File: src/rtl/mining_job_dispatcher_pkg.sv
// Shared types and constants for the mining job dispatcher.
// Optional feature macro used by the top: MINING_JOB_TIMEOUT_EN.
package mining_pkg;

  localparam int JOB_BYTES = 128;
  localparam int HASH_W    = 256;

  typedef logic [7:0] byte_t;

  typedef enum logic [2:0] {
    IDLE    = 3'd0,
    SEND    = 3'd1,
    WAIT    = 3'd2,
    COLLECT = 3'd3,
    DONE    = 3'd4
  } disp_state_t;

  // Job words go out MSB byte first: lane 0 is bits [31:24].
  function automatic byte_t job_byte(input logic [31:0] word, input logic [1:0] lane);
    byte_t b;
    case (lane)
      2'd0:    b = word[31:24];
      2'd1:    b = word[23:16];
      2'd2:    b = word[15:8];
      default: b = word[7:0];
    endcase
    return b;
  endfunction

endpackage

File: src/rtl/mining_job_dispatcher_result_collector.sv
// Result collector: assembles the LSB-first hash bytes returned by the miner,
// counts them, and tracks the idle gap that ends a short result.
module result_collector
  import mining_pkg::*;
#(
  parameter int HASH_BYTES = 32,
  parameter int GAP_CYC    = 100000
) (
  input  logic                    clk,
  input  logic                    rst,
  input  logic                    clear,
  input  logic                    capture,
  input  logic                    gap_run,
  input  byte_t                   rx_byte,
  output logic [8*HASH_BYTES-1:0] hash,
  output logic [5:0]              nbytes,
  output logic                    last_byte,
  output logic                    full,
  output logic                    gap_expired
);

  localparam int GAP_W = $clog2(GAP_CYC + 1);

  logic [GAP_W-1:0] gap_cnt;

  // The capture that fills the final hash byte ends collection immediately.
  assign last_byte = capture && (nbytes == 6'(HASH_BYTES - 1));
  assign full      = (nbytes == 6'(HASH_BYTES));

  // Expiry only counts truly idle cycles; a byte landing on the expiry cycle wins.
  assign gap_expired = gap_run && !capture && (gap_cnt >= GAP_W'(GAP_CYC - 1));

  // Store each incoming byte at the next free byte lane and bump the count.
  always_ff @(posedge clk) begin
    if (rst || clear) begin
      hash   <= '0;
      nbytes <= '0;
    end else if (capture) begin
      for (int k = 0; k < HASH_BYTES; k++) begin
        if (nbytes == 6'(k)) begin
          hash[8*k +: 8] <= rx_byte;
        end
      end
      nbytes <= nbytes + 6'd1;
    end
  end

  // Idle-gap counter: restarts on every byte, saturates so it can never wrap.
  always_ff @(posedge clk) begin
    if (rst || clear || capture) begin
      gap_cnt <= '0;
    end else if (gap_run && (gap_cnt != GAP_W'(GAP_CYC))) begin
      gap_cnt <= gap_cnt + 1'b1;
    end
  end

endmodule

File: src/rtl/mining_job_dispatcher.sv
// Mining job dispatcher: holds a 32-word job, streams it MSB-byte-first into a
// UART transmitter, then collects the miner's LSB-first result hash.
// Optional feature: define MINING_JOB_TIMEOUT_EN to give up after TMO_CYC
// cycles without a first result byte (timeout_o reports it).
module mining_job_dispatcher
  import mining_pkg::*;
#(
  parameter int WORDS      = 32,
  parameter int HASH_BYTES = 32,
  parameter int GAP_CYC    = 100000
`ifdef MINING_JOB_TIMEOUT_EN
  ,
  parameter int TMO_CYC    = 2**28
`endif
) (
  input  logic         clk_i,
  input  logic         rst_i,
  input  logic         job_we_i,
  input  logic [4:0]   job_addr_i,
  input  logic [31:0]  job_data_i,
  input  logic         start_i,
  output logic         busy_o,
  output logic         tx_valid_o,
  output logic [7:0]   tx_data_o,
  input  logic         tx_ready_i,
  input  logic         rx_valid_i,
  input  logic [7:0]   rx_data_i,
  output logic         done_o,
  output logic [255:0] hash_o,
  output logic [5:0]   nbytes_o,
  output logic         timeout_o
);

  localparam logic [6:0] LAST_IDX = 7'(4 * WORDS - 1);

  disp_state_t state;
  logic [31:0] job_mem [WORDS];
  logic [6:0]  byte_idx;
  logic [6:0]  next_idx;
  byte_t       next_byte;
  byte_t       first_byte;
  logic        start_ok;
  logic        tx_fire;
  logic        capture;
  logic        col_last;
  logic        col_full;
  logic        gap_expired;
  logic        tmo_expired;

  assign start_ok   = start_i && (state == IDLE);
  assign tx_fire    = tx_valid_o && tx_ready_i;
  assign next_idx   = byte_idx + 7'd1;
  assign next_byte  = job_byte(job_mem[next_idx[6:2]], next_idx[1:0]);
  assign first_byte = job_byte(job_mem[0], 2'd0);
  assign capture    = rx_valid_i && ((state == WAIT) || (state == COLLECT)) && !col_full;

  assign busy_o = (state != IDLE);
  assign done_o = (state == DONE);

  // Job buffer: writable only while idle, deliberately left out of reset.
  always_ff @(posedge clk_i) begin
    if (job_we_i && (state == IDLE)) begin
      job_mem[job_addr_i] <= job_data_i;
    end
  end

`ifdef MINING_JOB_TIMEOUT_EN
  localparam int TMO_W = $clog2(TMO_CYC + 1);

  logic [TMO_W-1:0] tmo_cnt;
  logic             timeout_q;

  assign tmo_expired = (state == WAIT) && !capture && (tmo_cnt >= TMO_W'(TMO_CYC - 1));
  assign timeout_o   = timeout_q;

  // First-byte watchdog; the timeout flag stays up until the next job starts.
  always_ff @(posedge clk_i) begin
    if (rst_i || start_ok) begin
      tmo_cnt   <= '0;
      timeout_q <= 1'b0;
    end else if (state == WAIT) begin
      if (tmo_cnt != TMO_W'(TMO_CYC)) begin
        tmo_cnt <= tmo_cnt + 1'b1;
      end
      if (tmo_expired) begin
        timeout_q <= 1'b1;
      end
    end
  end
`else
  assign tmo_expired = 1'b0;
  assign timeout_o   = 1'b0;
`endif

  // Main sequencer plus the tx serializer that walks the job byte by byte.
  always_ff @(posedge clk_i) begin
    if (rst_i) begin
      state      <= IDLE;
      tx_valid_o <= 1'b0;
      tx_data_o  <= '0;
      byte_idx   <= '0;
    end else begin
      case (state)
        IDLE: begin
          if (start_i) begin
            state      <= SEND;
            byte_idx   <= '0;
            tx_valid_o <= 1'b1;
            tx_data_o  <= first_byte;
          end
        end
        SEND: begin
          if (tx_fire) begin
            if (byte_idx == LAST_IDX) begin
              tx_valid_o <= 1'b0;
              state      <= WAIT;
            end else begin
              byte_idx  <= next_idx;
              tx_data_o <= next_byte;
            end
          end
        end
        WAIT: begin
          if (capture) begin
            state <= col_last ? DONE : COLLECT;
          end else if (tmo_expired) begin
            state <= DONE;
          end
        end
        COLLECT: begin
          if (col_last || gap_expired) begin
            state <= DONE;
          end
        end
        DONE: begin
          state <= IDLE;
        end
        default: begin
          state <= IDLE;
        end
      endcase
    end
  end

  result_collector #(
    .HASH_BYTES (HASH_BYTES),
    .GAP_CYC    (GAP_CYC)
  ) u_collector (
    .clk         (clk_i),
    .rst         (rst_i),
    .clear       (start_ok),
    .capture     (capture),
    .gap_run     (state == COLLECT),
    .rx_byte     (rx_data_i),
    .hash        (hash_o),
    .nbytes      (nbytes_o),
    .last_byte   (col_last),
    .full        (col_full),
    .gap_expired (gap_expired)
  );

endmodule
File: config.mk
export PLATFORM = sky130hd
export DESIGN_NAME = mining_job_dispatcher
export DESIGN_NICKNAME = d
export VERILOG_FILES = /design/src/rtl/mining_job_dispatcher_pkg.sv /design/src/rtl/mining_job_dispatcher_result_collector.sv /design/src/rtl/mining_job_dispatcher.sv
export SDC_FILE = /design/constraint.sdc
export NUM_CORES = 2
export LEC_CHECK = 0
export CORE_MARGIN = 2
export CORE_UTILIZATION = 50
export DETAILED_ROUTE_END_ITERATION = 10
export GPL_TIMING_DRIVEN = 0
export PLACE_DENSITY = 0.72
export SLEW_MARGIN = 10
export SYNTH_ARGS = -nofsm -noshare
export SYNTH_HDL_FRONTEND = slang
export SYNTH_HIERARCHICAL = 1
export SYNTH_SLANG_ARGS = --single-unit
File: constraint.sdc
create_clock -name clk_i -period 3 [get_ports clk_i]
set_clock_uncertainty 0.2 [all_clocks]
set_input_delay 0.6 -clock clk_i [delete_from_list [all_inputs] [get_ports clk_i]]
set_output_delay 0.6 -clock clk_i [all_outputs]
set_load 0.01 [all_outputs]
==> run_results.csv <==
group,metric,value,unit
status,status,"finished, violations left",
status,failed_checks,"setup timing",
synth,yosys.area.top_type_share,59.7,%
die,io_pins,325,
route,post_drt_wl_per_cell,31.8,um
worst_setup_path,critPathCaptureType,"flop",
cells_and_area,multiInputGateArea,14300,um2
timing,finalMaxSlewViolations,0,
hold_path,hold_path_class,"in -> reg",
timing,rsz0062_at_grt,"yes",
grt,grt_pass1_wl,233000,um
synth,ys_seq_area_share,71.3,%
power,power,40.2,mW
synth,netlist_instances,3196,
die,die_h,325,um
clock_tree,h-tree-depth,4,
synth,synth_area,51500,um2
grt,grt_start_max_net_pins,33,
run,maxCapViolations,0,
clock_tree,cts_sinks,1322,
power,p_leak,21.8,nW
placed_design,gp_congestion,0.917,
worst_setup_path,cp_max_fo,10,
die,dieArea,106000,um2
route,drcViolationCount,0,
cells_and_area,nFillCells,6840,
cells_and_area,layout-area-overhead-vs-synth,26.6,%
synth,synth_fp_nets,3257,
timing,finalCriticalPeriod,3.62,ns
synth,synth_edf_count,1024,
synth,yosys_register_bits,1322,
die,rows,117,
timing,tightestPinTransition,1.26,ns
die,core_region_area,102000,um2
clock_tree,tritoncts,"built",
clock_tree,clockRootBuffer,"clkbuf_16",
die,initial_core_util,50.5,%
grt,grt_usage,31.0,%
grt,antenna_found_initial,13,
placed_design,dp_hpwl,107000,um
placed_design,port-buffer-count,323,
route,viasPerCell,6.35,
synth,yosysTopAreaCell,"edfxtp_1",
clock_tree,insertion_delay,0.76,ns
placed_design,dp_slack,-1.45,ns
cells_and_area,final_nets,3909,
clock_tree,clkTransAtPathRegs,0.07,ns
route,drt_iter0_drc,5096,
worst_setup_path,cp_data_required_time,3.49,ns
grt,first_global_vias,32539,
synth,ys_async_sr_fraction,0,%
worst_setup_path,critical_path_class,"reg -> reg",
worst_setup_path,startpoint_type,"flop",
cells_and_area,drive_gt1_share,24.0,%
worst_setup_path,arrival,4.11,ns
cells_and_area,seq_area,36700,um2
synth,synthTopCellsByArea,"edfxtp_1 60%, dfxtp_1 12%, mux4_2 9.4%, mux2i_1 4.2%, nand2_1 2.4%",
clock_tree,ctsHoldBuffers,0,
synth,avgSynthCellArea,16.1,um2
route,dr_total_vias,33924,
timing,finalHoldViolations,0,
synth,yosys_warnings,6,
hold_path,hold_depth,1,
clock_tree,ctsLongestPathBuffers,3,
timing,finalCritPeriodShare,121,%
route,antenna_left,0,
die,dieWidth,325,um
power,ir_worst_vdd,0.000539,V
timing,setup_slack,-0.622,ns
timing,setup_viol,8,
route,first_pass_iters,6,
power,p_per_area,616,nW/um2
synth,ys_types,83,
timing,timing.slew.headroom,16.0,%
worst_setup_path,worst_r2r_path_depth,10,
grt,grt_overflow,0,
clock_tree,numCtsBuffers,134,
route,wirelength,170000,um
timing,fmax,276,MHz
synth,ys.flop_type,"edfxtp_1",
==> final timing paths <==
path | start | to | slack, ns
setup reg to reg | byte_idx[1] | tx_data_o[0] | -0.62
hold / removal | job_data_i[30] | job_mem[6][30] | 0.22
hold reg to reg | u_collector/hash[19] | u_collector/hash[19] | 0.25
setup / recovery | byte_idx[1] | tx_data_o[0] | -0.62
==> routing by layer <==
metal | vias to the layer above | wire length, um | global-route usage (%)
met5 | - | 27 | 0
met4 | 6 | 11800 | 17.9
met3 | 649 | 21900 | 8.74
met2 | 2677 | 77600 | 47.7
met1 | 16952 | 58300 | 39.6
li1 | 13640 | - | -
==> logic make-up (layout without fill, tap and decap cells) <==
group | after synthesis | after routing | synth area share [%]
muxes | 449 | 449 | 14.1
xor gates and xnor gates | 20 | 20 | 0.442
buffers and inverters | 222 | 988 | 2.50
AOI/OAI and AO/OA | 327 | 327 | 3.94
and+or+nand+nor | 845 | 845 | 7.46
DFF | 1322 | 1322 | 71.3
other | 1 | 12 | 0.00728
adders and majority gates | 10 | 10 | 0.243
==> cell usage in the layout, fill, tap and decap left out, types with 9 or more instances in the layout <==
| cell | n |
|---|---|
| edfxtp_1 | 1024 |
| nand2_1 | 325 |
| clkdlybuf4s50_1 | 318 |
| dfxtp_1 | 290 |
| mux4_2 | 215 |
| nor2_1 | 211 |
| mux2i_1 | 207 |
| a21oi_1 | 147 |
| nand3_1 | 140 |
| clkbuf_16 | 137 |
| buf_4 | 136 |
| clkbuf_1 | 76 |
| buf_12 | 76 |
| buf_6 | 41 |
| nor2_4 | 35 |
| buf_2 | 30 |
| buf_16 | 29 |
| a31oi_1 | 28 |
| clkinv_2 | 24 |
| nor3_1 | 21 |
| clkbuf_2 | 18 |
| buf_8 | 18 |
| o21ai_0 | 15 |
| bufinv_16 | 15 |
| o21ai_1 | 14 |
| clkbuf_8 | 13 |
| clkinv_1 | 13 |
| nand3_4 | 12 |
| a211oi_1 | 12 |
| mux2_2 | 12 |
| nand4_1 | 12 |
| diode_2 | 11 |
| and2_1 | 10 |
| or3_1 | 10 |
| o22ai_1 | 10 |
| xor2_1 | 10 |
| nand3_2 | 9 |
==> repair_timing <==
action | CTS | global route
cloned | 1 | 0
endpoints found under the setup margin | 1311 | 296
pin swaps | 47 | 48
resized for setup | 283 | 68
setup buffers | 87 | 63
==> power breakdown <==
group / internal [mW] / total (mW) / switching (mW)
Combinational: 0.806 / 2.62 / 1.82
Sequential: 20.0 / 20.1 / 0.140
Clock: 10.1 / 17.5 / 7.36
==> per-stage QoR <==
stage                TNS, ns  std cells  hold WS, ns  instance area [um2]  utilization, %
finish                 -2.86       5341        0.219                65200            63.9
global route           -3.98       5340        0.235                65200            63.9
floorplan             -77.24       3196        0.260                51600               -
CTS                    -1.68       5272        0.217                64300            63.0
detailed placement   -697.00       4936        0.245                57900            56.7
global placement    -2540.82       4887        0.242                56500            55.4
==> area by class of cell <==
type	instances	area share, %
Sequential cell	1322	56.3
Multi-Input combinational cell	1652	22.0
Timing Repair Buffer	521	9.15
Clock buffer	178	5.68
Buffer	206	2.77
Tap cell	1368	2.62
Clock inverter	72	1.36
Inverter	11	0.0767
Antenna cell	11	0.0422
==> cells in the mapped netlist, types with 10 or more instances <==
| library cell | number |
|---|---|
| clkbuf_1 | 75 |
| mux2i_1 | 217 |
| xor2_1 | 10 |
| and2_1 | 10 |
| nor2_1 | 244 |
| o21ai_0 | 27 |
| a211oi_1 | 17 |
| nand3_4 | 11 |
| buf_2 | 59 |
| nand2_1 | 334 |
| a21oi_1 | 151 |
| mux4_2 | 215 |
| buf_4 | 43 |
| nand3_1 | 144 |
| o22ai_1 | 13 |
| buf_6 | 21 |
| or3_1 | 11 |
| dfxtp_1 | 298 |
| a31oi_1 | 31 |
| ha_1 | 10 |
| nand4_1 | 12 |
| a2111oi_0 | 11 |
| nor3_1 | 24 |
| edfxtp_1 | 1024 |
| inv_1 | 11 |
| mux2_2 | 13 |
==> critical path, stage by stage (launching register included) <==
cell and delay (ns):
dfxtp_4 0.38, ha_4 0.21, nand3_1 0.23, o21bai_1 0.29
nand2_1 0.08, nand2_1 0.15, clkbuf_1 0.56, nor3_1 0.13
nor3_1 0.81, o31ai_4 0.30, a21oi_2 0.19
==> sequential cells by signal, indices dropped and copies added (netlist names) <==
signal               flops
job_mem               1024
state                    3
tx_data_o                8
u_collector/gap_cnt     17
byte_idx                 7
u_collector/nbytes       6
tx_valid_o               1
u_collector/hash       256
(Power assumes the default switching activity.)
